$ cat src/rtl/id_pkg.sv
// id_pkg: shared types, RV32I opcode constants and immediate helpers for the decode stage
package id_pkg;
    localparam logic [6:0] OPC_LUI    = 7'b0110111;
    localparam logic [6:0] OPC_AUIPC  = 7'b0010111;
    localparam logic [6:0] OPC_JAL    = 7'b1101111;
    localparam logic [6:0] OPC_JALR   = 7'b1100111;
    localparam logic [6:0] OPC_BRANCH = 7'b1100011;
    localparam logic [6:0] OPC_LOAD   = 7'b0000011;
    localparam logic [6:0] OPC_STORE  = 7'b0100011;
    localparam logic [6:0] OPC_OPIMM  = 7'b0010011;
    localparam logic [6:0] OPC_OP     = 7'b0110011;
    localparam logic [6:0] OPC_SYSTEM = 7'b1110011;

    // CL_NONE is the all-zero encoding so a cleared bundle reads as "no class"
    typedef enum logic [3:0] {
        CL_NONE, CL_LUI, CL_AUIPC, CL_JAL, CL_JALR, CL_BRANCH,
        CL_LOAD, CL_STORE, CL_OPIMM, CL_OP, CL_SYSTEM
    } op_class_e;

    typedef enum logic [3:0] {
        ALU_ADD, ALU_SUB, ALU_SLL, ALU_SLT, ALU_SLTU, ALU_XOR,
        ALU_SRL, ALU_SRA, ALU_OR, ALU_AND, ALU_PASSB
    } alu_op_e;

    typedef struct packed {
        logic [31:0] pc;
        logic [31:0] rs1_data;
        logic [31:0] rs2_data;
        logic [31:0] imm;
        logic [4:0]  rd;
        op_class_e   op_class;
        logic [2:0]  funct3;
        alu_op_e     alu_op;
        logic        br_pred;
        logic        illegal;
    } decoded_t;

    typedef struct packed {
        logic     valid;
        decoded_t dec;
    } stage_t;

    function automatic logic [31:0] imm_i(input logic [31:0] ir);
        return {{20{ir[31]}}, ir[31:20]};
    endfunction

    function automatic logic [31:0] imm_s(input logic [31:0] ir);
        return {{20{ir[31]}}, ir[31:25], ir[11:7]};
    endfunction

    function automatic logic [31:0] imm_b(input logic [31:0] ir);
        return {{19{ir[31]}}, ir[31], ir[7], ir[30:25], ir[11:8], 1'b0};
    endfunction

    function automatic logic [31:0] imm_u(input logic [31:0] ir);
        return {ir[31:12], 12'b0};
    endfunction

    function automatic logic [31:0] imm_j(input logic [31:0] ir);
        return {{11{ir[31]}}, ir[31], ir[19:12], ir[20], ir[30:21], 1'b0};
    endfunction
endpackage

$ cat src/rtl/id_scoreboard.sv
// id_scoreboard: one pending-write bit per register with a RAW/WAW hazard query
module id_scoreboard #(
    parameter int N_REGS = 32
) (
    input  logic       clk,
    input  logic       rst_i,
    input  logic       set_en,
    input  logic [4:0] set_rd,
    input  logic       clr_en,
    input  logic [4:0] clr_rd,
    input  logic [4:0] rs1,
    input  logic [4:0] rs2,
    input  logic [4:0] rd,
    input  logic       use_rs1,
    input  logic       use_rs2,
    input  logic       use_rd,
    output logic       hazard
);
    logic [N_REGS-1:0] pending_q, set_mask, clr_mask;

    always_comb begin
        set_mask = '0;
        clr_mask = '0;
        set_mask[set_rd] = set_en;
        clr_mask[clr_rd] = clr_en;
    end

    // bit 0 is masked so x0 can never look pending
    always_ff @(posedge clk)
        if (rst_i) pending_q <= '0;
        else pending_q <= ((pending_q & ~clr_mask) | set_mask) & {{(N_REGS-1){1'b1}}, 1'b0};

    assign hazard = (use_rs1 & pending_q[rs1]) | (use_rs2 & pending_q[rs2]) | (use_rd & pending_q[rd]);
endmodule

$ cat src/rtl/id_stage.sv
// id_stage: RV32I decode stage; decodes, reads operands, tracks pending writes
// and holds one registered decoded bundle for execute.
module id_stage
    import id_pkg::*;
#(
    parameter int N_REGS = 32
) (
    input  logic        clk,
    input  logic        rst_i,
    input  logic        flush_i,
    input  logic        halt_i,
    input  logic        valid_i,
    output logic        ack_o,
    input  logic [31:0] instr_i,
    input  logic [31:0] pc_i,
    input  logic        br_pred_i,
    output logic [4:0]  rs1_addr_o,
    output logic [4:0]  rs2_addr_o,
    input  logic [31:0] rs1_data_i,
    input  logic [31:0] rs2_data_i,
    input  logic        wb_clr_i,
    input  logic [4:0]  wb_rd_i,
    output logic        valid_o,
    input  logic        ack_i,
    output decoded_t    dec_o
);
    op_class_e  cls;
    alu_op_e    arith;
    logic [6:0] opc;
    logic [2:0] f3;
    logic       uses_rs1, uses_rs2, writes_rd, hazard;
    decoded_t   dec_d;
    stage_t     data_q;

    assign opc        = instr_i[6:0];
    assign f3         = instr_i[14:12];
    assign rs1_addr_o = instr_i[19:15];
    assign rs2_addr_o = instr_i[24:20];

    always_comb begin
        dec_d = '0;
        cls = opc == OPC_LUI    ? CL_LUI    :
              opc == OPC_AUIPC  ? CL_AUIPC  :
              opc == OPC_JAL    ? CL_JAL    :
              opc == OPC_JALR   ? CL_JALR   :
              opc == OPC_BRANCH ? CL_BRANCH :
              opc == OPC_LOAD   ? CL_LOAD   :
              opc == OPC_STORE  ? CL_STORE  :
              opc == OPC_OPIMM  ? CL_OPIMM  :
              opc == OPC_OP     ? CL_OP     :
              opc == OPC_SYSTEM ? CL_SYSTEM : CL_NONE;
        uses_rs1  = cls inside {CL_JALR, CL_BRANCH, CL_LOAD, CL_STORE, CL_OPIMM, CL_OP, CL_SYSTEM};
        uses_rs2  = cls inside {CL_BRANCH, CL_STORE, CL_OP};
        writes_rd = !(cls inside {CL_NONE, CL_BRANCH, CL_STORE});
        // instr[30] selects SUB only for register-register ops; shifts use it for both
        arith = f3 == 3'd0 ? ((cls == CL_OP && instr_i[30]) ? ALU_SUB : ALU_ADD) :
                f3 == 3'd1 ? ALU_SLL  :
                f3 == 3'd2 ? ALU_SLT  :
                f3 == 3'd3 ? ALU_SLTU :
                f3 == 3'd4 ? ALU_XOR  :
                f3 == 3'd5 ? (instr_i[30] ? ALU_SRA : ALU_SRL) :
                f3 == 3'd6 ? ALU_OR   : ALU_AND;
        dec_d.pc       = pc_i;
        dec_d.rs1_data = (uses_rs1 && rs1_addr_o != '0) ? rs1_data_i : '0;
        dec_d.rs2_data = (uses_rs2 && rs2_addr_o != '0) ? rs2_data_i : '0;
        dec_d.imm      = cls inside {CL_LUI, CL_AUIPC} ? imm_u(instr_i) :
                         cls == CL_JAL    ? imm_j(instr_i) :
                         cls == CL_BRANCH ? imm_b(instr_i) :
                         cls == CL_STORE  ? imm_s(instr_i) :
                         cls inside {CL_JALR, CL_LOAD, CL_OPIMM, CL_SYSTEM} ? imm_i(instr_i) : '0;
        dec_d.rd       = writes_rd ? instr_i[11:7] : '0;
        dec_d.op_class = cls;
        dec_d.funct3   = uses_rs1 ? f3 : '0;
        dec_d.alu_op   = cls inside {CL_OP, CL_OPIMM} ? arith : cls == CL_LUI ? ALU_PASSB : ALU_ADD;
        dec_d.br_pred  = br_pred_i;
        dec_d.illegal  = cls == CL_NONE;
    end

    id_scoreboard #(.N_REGS(N_REGS)) u_sb (
        .clk     (clk),
        .rst_i   (rst_i),
        .set_en  (ack_o & writes_rd),
        .set_rd  (dec_d.rd),
        .clr_en  (wb_clr_i),
        .clr_rd  (wb_rd_i),
        .rs1     (rs1_addr_o),
        .rs2     (rs2_addr_o),
        .rd      (dec_d.rd),
        .use_rs1 (uses_rs1),
        .use_rs2 (uses_rs2),
        .use_rd  (writes_rd),
        .hazard  (hazard)
    );

    assign ack_o = valid_i & (~data_q.valid | ack_i) & ~hazard & ~halt_i & ~flush_i & ~rst_i;

    always_ff @(posedge clk)
        if (rst_i) data_q <= '0;
        else if (ack_o) data_q <= '{valid: 1'b1, dec: dec_d};
        else if (ack_i | flush_i) data_q.valid <= 1'b0;

    assign valid_o = data_q.valid;
    assign dec_o   = data_q.dec;
endmodule

$ cat config.mk
export PLATFORM = sky130hd
export DESIGN_NAME = id_stage
export DESIGN_NICKNAME = d
export VERILOG_FILES = /design/src/rtl/id_pkg.sv /design/src/rtl/id_scoreboard.sv /design/src/rtl/id_stage.sv
export SDC_FILE = /design/constraint.sdc
export NUM_CORES = 1
export LEC_CHECK = 0
export CORE_ASPECT_RATIO = 0.8
export CORE_MARGIN = 4
export CORE_UTILIZATION = 35
export CTS_BUF_LIST = sky130_fd_sc_hd__clkbuf_4
export CTS_CLUSTER_SIZE = 20
export DETAILED_ROUTE_END_ITERATION = 6
export GPL_TIMING_DRIVEN = 0
export PLACE_DENSITY = 0.68
export SYNTH_ARGS = -nofsm -noshare
export SYNTH_HDL_FRONTEND = slang
export SYNTH_SLANG_ARGS = --single-unit
$ cat constraint.sdc
create_clock -name clk -period 7.7 [get_ports clk]
set_input_delay 1.925 -clock clk [delete_from_list [all_inputs] [get_ports clk]]
set_output_delay 1.925 -clock clk [all_outputs]
set_load 0.02 [all_outputs]
==> results.json, run 1 <==
{
  "numCtsBuffers": 17,
  "ys.flop_type": "dfxtp_1",
  "powerDensity_nw_per_um2": 134,
  "setup_tns_ns": 0,
  "combPwrFrac_pct": 15.5,
  "pwr-share-seq_pct": 52.9,
  "vias": 8743,
  "relSlewSlack_pct": 34.3,
  "first_iter_violations": 489,
  "grt_pass1_wl_um": 49600,
  "power_leakage_nw": 5.07,
  "finalSetupViolCount": 0,
  "cts_resized": 0,
  "ys_ff_latch": 178,
  "period_share_pct": 95.9,
  "syn_area_um2": 9590,
  "min_period_ns": 7.39,
  "placed_area_um2": 12900,
  "async_reset_ff_share_pct": 0,
  "finalWirelength_um": 33100,
  "clock_skew_ns": 0.0190,
  "cts_sinks": 178,
  "crit_path_start_kind": "input pin",
  "postCtsSetupBuffers": 0,
  "hp-class": "reg -> reg",
  "highest_layer": "met4",
  "design_area_um2": 13200,
  "synth_cell_types": 56,
  "finalCoreUtilization_pct": 49.7,
  "p_sw_w": 0.000500,
  "wl_met1_um": 14500,
  "ir_worst_vdd_mv": 0.0866,
  "finalNetCount": 1444,
  "syn-mean-instance-area_um2": 9.63,
  "grt_usage_pct": 21.1,
  "grt_pass1_vias": 8505,
  "rsz0062_at_grt": "no",
  "die_w_um": 193,
  "critPathKind": "in -> out",
  "start_util_pct": 36.1,
  "clock_power_share_pct": 31.6,
  "yosysWarnings": 0,
  "io_pins": 299,
  "die_area_um2": 30100,
  "hold_start": "dec_o[60]",
  "route.detailed.drc": 0,
  "route.met3.wl_um": 3220,
  "reg2reg_from": "u_sb.pending_q[19]",
  "dr.pass1.iters": 7,
  "place.gp.congestion": 0.925,
  "maxCapViolations": 0,
  "worstSetupEndpointType": "output port",
  "ant_nets": 0,
  "root_buffer": "clkbuf_4",
  "intPower_w": 0.00126,
  "crit_fanout": 10,
  "core_area_um2": 26600,
  "rows": 53,
  "wl_per_cell_um": 19.7,
  "grt_overflow": 0,
  "worst_pin_slew_ns": 0.985,
  "fmax_mhz": 135,
  "cts-htree-levels": 4,
  "clk-insertion-delay-late_ns": 0.61,
  "area_growth_pct": 37.9,
  "syn-num-nets": 1136,
  "cts.hold.buffers_added": 0,
  "power_w": 0.00176,
  "cts.clk_slew.worst_paths_ns": 0.15,
  "grt_max_degree": 17,
  "hold_viol_final": 0,
  "die_y_um": 156,
  "crit_required_ns": 5.78,
  "fin_ws_ns": 0.312,
  "drive_gt1_share_pct": 11.6,
  "seq_area_frac_synth_pct": 37.2,
  "final-max-slew-violation-count": 0,
  "drt-vias-per-instance": 5.22,
  "swShare_pct": 28.3,
  "portBuffers": 289,
  "pre_cts_ws_ns": 0.373,
  "tritoncts": "done",
  "cts.path.max_buffers": 2,
  "crit_path_start": "instr_i[21]",
  "status": "completed",
  "antenna_found_initial": 3,
  "synth-edff-count": 0,
  "wl_met2_um": 14900,
  "dpl.hpwl_um": 25100,
  "syn_inst": 995,
  "critPathArrivalTime_ns": 5.46
}
==> area by class of cell <==
type	count	area, um^2
clock buffer	17	128
timing repair buffer	289	2890
tap	357	447
clock inverter	15	156
multi-input combinational	713	5430
sequential	178	3560
antenna	3	7.51
inverter	7	28.8
fill	2505	13400
buffer	97	566
==> cell usage after synthesis, types with 3 or more instances <==
cell type  count  area (um^2)
buf_6          3         33.8
and3_1         3         18.8
buf_4         16          120
nor2b_1       73          457
dfxtp_1      178         3560
a31oi_1        4         25.0
mux2_2        55          619
o22ai_1        3         18.8
buf_8         10          150
a21oi_1       25          125
o21ai_0       23          115
a22oi_1        5         37.5
or4_1          3         22.5
mux4_2        18          405
nand2b_1     106          663
nand3_1        8         40.0
nand3b_1      89          668
a21o_1         3         22.5
o41ai_2        4         65.1
a211oi_1       5         37.5
nor3b_1        5         37.5
o21a_1         5         37.5
nor3_1         7         35.0
or2_2         10         62.6
o21ai_1        3         15.0
inv_1          6         22.5
nand2_1       54          203
clkbuf_1      61          229
mux2i_1      105         1050
nor4_1         4         25.0
nor2_1        39          146
buf_2          5         25.0
o41ai_1       27          236
==> layer usage <==
metal | up-vias | GRT usage [%]
met3 | 37 | 6.96
met4 | 0 | 5.09
met1 | 4211 | 28.5
met2 | 366 | 32.7
li1 | 4129 | -
met5 | - | 0
==> metrics by stage <==
stage	hold WS (ns)	std cells
finish	0.484	1676
global placement	0.459	1641
CTS	0.487	1673
detailed placement	0.465	1641
global route	0.507	1675
floorplan	0.478	995
==> logic make-up after synthesis <==
kind of cell | Yosys count | share of synthesized area [%]
buffers and inverters | 104 | 6.20
muxes | 180 | 22.0
and+or+nand+nor | 408 | 25.3
xor gates and xnor gates | 1 | 0.0914
DFF | 178 | 37.2
AOI/OAI and AO/OA | 124 | 9.15
==> path summary, 6_finish.rpt <==
path | end | slack [ns] | depth (start not counted)
max | ack_o | 0.31 | 12
max reg2reg | u_sb.pending_q[3] | 4.98 | 10
min | dec_o[60] | 0.48 | 2
min reg2reg | dec_o[60] | 0.48 | 2
==> critical path, cell delays in order <==
cell             delay [ns]
clkdlybuf4s50_1        0.59
clkbuf_1               0.56
mux4_2                 0.40
nor3b_1                0.20
nor4_1                 0.11
a31oi_1                0.18
o211ai_1               0.10
a31o_1                 0.22
buf_6                  0.16
buf_8                  0.18
inv_4                  0.16
clkdlybuf4s50_1        0.66
==> layout by cell type (no fill, tap or decap), types with 18 or more instances in the layout <==
cell type,n
clkdlybuf4s50_1,289
dfxtp_1,178
nand2b_1,106
mux2i_1,105
nand3b_1,89
nor2b_1,73
clkbuf_1,61
mux2_2,55
nand2_1,54
nor2_1,39
o41ai_1,27
a21oi_1,25
o21ai_0,23
mux4_2,18
==> power groups by stage <==
stage / clock network [W] / registers [W] / logic, W
2_1_floorplan: 0 / 0.000963 / 0.000122
3_3_place_gp: 0 / 0.000953 / 0.000272
3_5_place_dp: 0 / 0.000953 / 0.000272
4_1_cts: 0.000577 / 0.000933 / 0.000274
5_1_grt: 0.000612 / 0.000935 / 0.000291
6_report: 0.000558 / 0.000933 / 0.000274
==> registers in the layout (all words and copies together) (netlist names) <==
| name | flops |
|---|---|
| dec_o | 146 |
| u_sb.pending_q | 31 |
| valid_o | 1 |
No activity file was read; power rests on OpenSTA's default activity.
==> inputs of run 2 (changes only) <==
PLACE_DENSITY = not set   (was 0.68)
==> run 2 against run 1 <==
Compared with the run above:
- largest power group unchanged
- critical endpoint unchanged
- fmax shrank 0.61%
- routed wire length shrank 0.20%
- largest cell class unchanged
- final cell count is essentially flat
==> results.json, run 2 (synthesis results as in run 1) <==
{
  "die_w_um": 193,
  "portBuffers": 289,
  "crit_fanout": 10,
  "io_pins": 299,
  "placed_cells": 1641,
  "grt_usage_pct": 21.1,
  "clock_power_share_pct": 33.0,
  "hp-class": "reg -> reg",
  "critPathArrivalTime_ns": 5.51,
  "final_common_cell": "clkdlybuf4s50_1",
  "fmax_mhz": 135,
  "cts-htree-levels": 4,
  "cts.path.max_buffers": 2,
  "cts.clk_slew.worst_paths_ns": 0.14,
  "maxCapViolations": 0,
  "grt_pass1_wl_um": 49400,
  "cts.hold.buffers_added": 0,
  "powerDensity_nw_per_um2": 136,
  "die_y_um": 156,
  "root_buffer": "clkbuf_4",
  "intPower_w": 0.00130,
  "start_util_pct": 36.1,
  "setup_tns_ns": 0,
  "cp_slowest_cell": "clkdlybuf4s50_1",
  "ir_worst_vdd_mv": 0.0956,
  "ant_nets": 0,
  "final_cell_mix": "289 x clkdlybuf4s50_1, 178 x dfxtp_1, 106 x nand2b_1, 105 x mux2i_1, 89 x nand3b_1",
  "cts_resized": 0,
  "worst_pin_slew_ns": 0.900,
  "drive_gt1_share_pct": 11.6,
  "crit_required_ns": 5.78,
  "vias": 8536,
  "crit_path_frequent_cell": "clkdlybuf4s50_1",
  "grt_max_degree": 17,
  "cts_sinks": 178,
  "die_area_um2": 30100,
  "combPwrFrac_pct": 15.2,
  "clk-insertion-delay-late_ns": 0.61,
  "critPathKind": "in -> out",
  "largest_register_ffs": 146,
  "crit_path_start": "instr_i[21]",
  "r2r_cells": 10,
  "r2r_end": "u_sb.pending_q[2]",
  "wl_per_cell_um": 19.7,
  "rsz0062_at_grt": "no",
  "grt_overflow": 0,
  "grt_pass1_vias": 8315,
  "first_iter_violations": 413,
  "period_share_pct": 96.5,
  "crit_path_start_kind": "input pin",
  "route.detailed.drc": 0,
  "numCtsBuffers": 17,
  "reg2reg_from": "u_sb.pending_q[13]",
  "p_sw_w": 0.000502,
  "swShare_pct": 27.9,
  "finalWirelength_um": 33000,
  "drt-vias-per-instance": 5.10,
  "relSlewSlack_pct": 40.0,
  "path_cells": "clkdlybuf4s50_1 > clkbuf_1 > mux4_2 > nor3b_1 > nor4_1 > a31oi_1 > o211ai_1 > a31o_1 > buf_6 > buf_8 > inv_4 > clkdlybuf4s50_1",
  "pwr-share-seq_pct": 51.8,
  "postCtsSetupBuffers": 0,
  "worstSetupEndpointType": "output port",
  "tritoncts": "done",
  "dr.pass1.iters": 5,
  "dpl.hpwl_um": 25100,
  "rows": 53,
  "place.gp.congestion": 0.906,
  "power_leakage_nw": 5.08,
  "clock_skew_ns": 0.0228,
  "antenna_found_initial": 2,
  "core_area_um2": 26600,
  "area_growth_pct": 38.1,
  "finalSetupViolCount": 0,
  "hold_start": "dec_o[106]",
  "endpoint": "ack_o",
  "rrSetupSlack_ns": 4.94,
  "final_cells": 1675,
  "max_stage_delay_ns": 0.66,
  "status": "completed",
  "hold_viol_final": 0,
  "min_period_ns": 7.43,
  "finalNetCount": 1444,
  "final-max-slew-violation-count": 0
}
-- run 2: changes by cell type in the layout (fill, tap and decap cells not counted), sizes merged --
cell and change:
bufinv +1, clkinvlp -1, diode -1
-- run 2: worst min path at each step --
| stage | slack [ns] | cells after the start | to |
|---|---|---|---|
| final | 0.49 | 2 | dec_o[106] |
| after global routing | 0.50 | 2 | dec_o[103] |
| after CTS | 0.49 | 2 | dec_o[49] |
| after detailed placement | 0.46 | 2 | dec_o[16] |
| after global placement | 0.46 | 2 | dec_o[113] |
| after floorplan | 0.48 | 2 | u_sb.pending_q[10] |
-- run 2: per-layer routing --
layer	vias up	track usage, %	wire [um]
met1	4023	28.5	14400
met3	29	7.14	3420
met4	0	4.99	528
met5	-	0	0
li1	4127	-	-
met2	357	32.7	14600
-- run 2: area by class of cell --
cell class                      count  area (um^2)
Clock inverter                     15          181
Sequential cell                   178         3560
Timing Repair Buffer              289         2890
Clock buffer                       17          128
Tap cell                          357          447
Antenna cell                        2         5.00
Multi-Input combinational cell    713         5430
Fill cell                        2470        13400
Buffer                             97          566
Inverter                            7         28.8
-- run 2: power by group through the flow --
stage          clock network, W  logic, W  registers [W]
6_report               0.000594  0.000274       0.000933
5_1_grt                0.000649  0.000292       0.000935
4_1_cts                0.000616  0.000275       0.000933
3_5_place_dp                  0  0.000273       0.000953
3_3_place_gp                  0  0.000274       0.000953
2_1_floorplan                 0  0.000122       0.000963
-- run 2: through the flow --
stage	util, %	worst slack (ns)	cell area [um^2]	hold WS (ns)	total power (W)
floorplan	-	1.97	9590	0.478	0.00108
global placement	48.6	0.330	12900	0.460	0.00123
detailed placement	48.6	0.318	12900	0.465	0.00123
CTS	49.8	0.311	13200	0.487	0.00182
global route	49.8	0.165	13200	0.504	0.00188
finish	49.8	0.267	13200	0.486	0.00180
-- run 2: critical path: cells and delay by family --
family          cells  cell delay, ns
buf+inv             6            2.32
compound gates      3            0.50
mux                 1            0.42
simple gates        2            0.33
==> inputs of run 3 (changes only) <==
TNS_END_PERCENT = 1   (was not set)
==> results of run 3 <==
No change in the layout: final DEF, timing and power equal those of run 2.
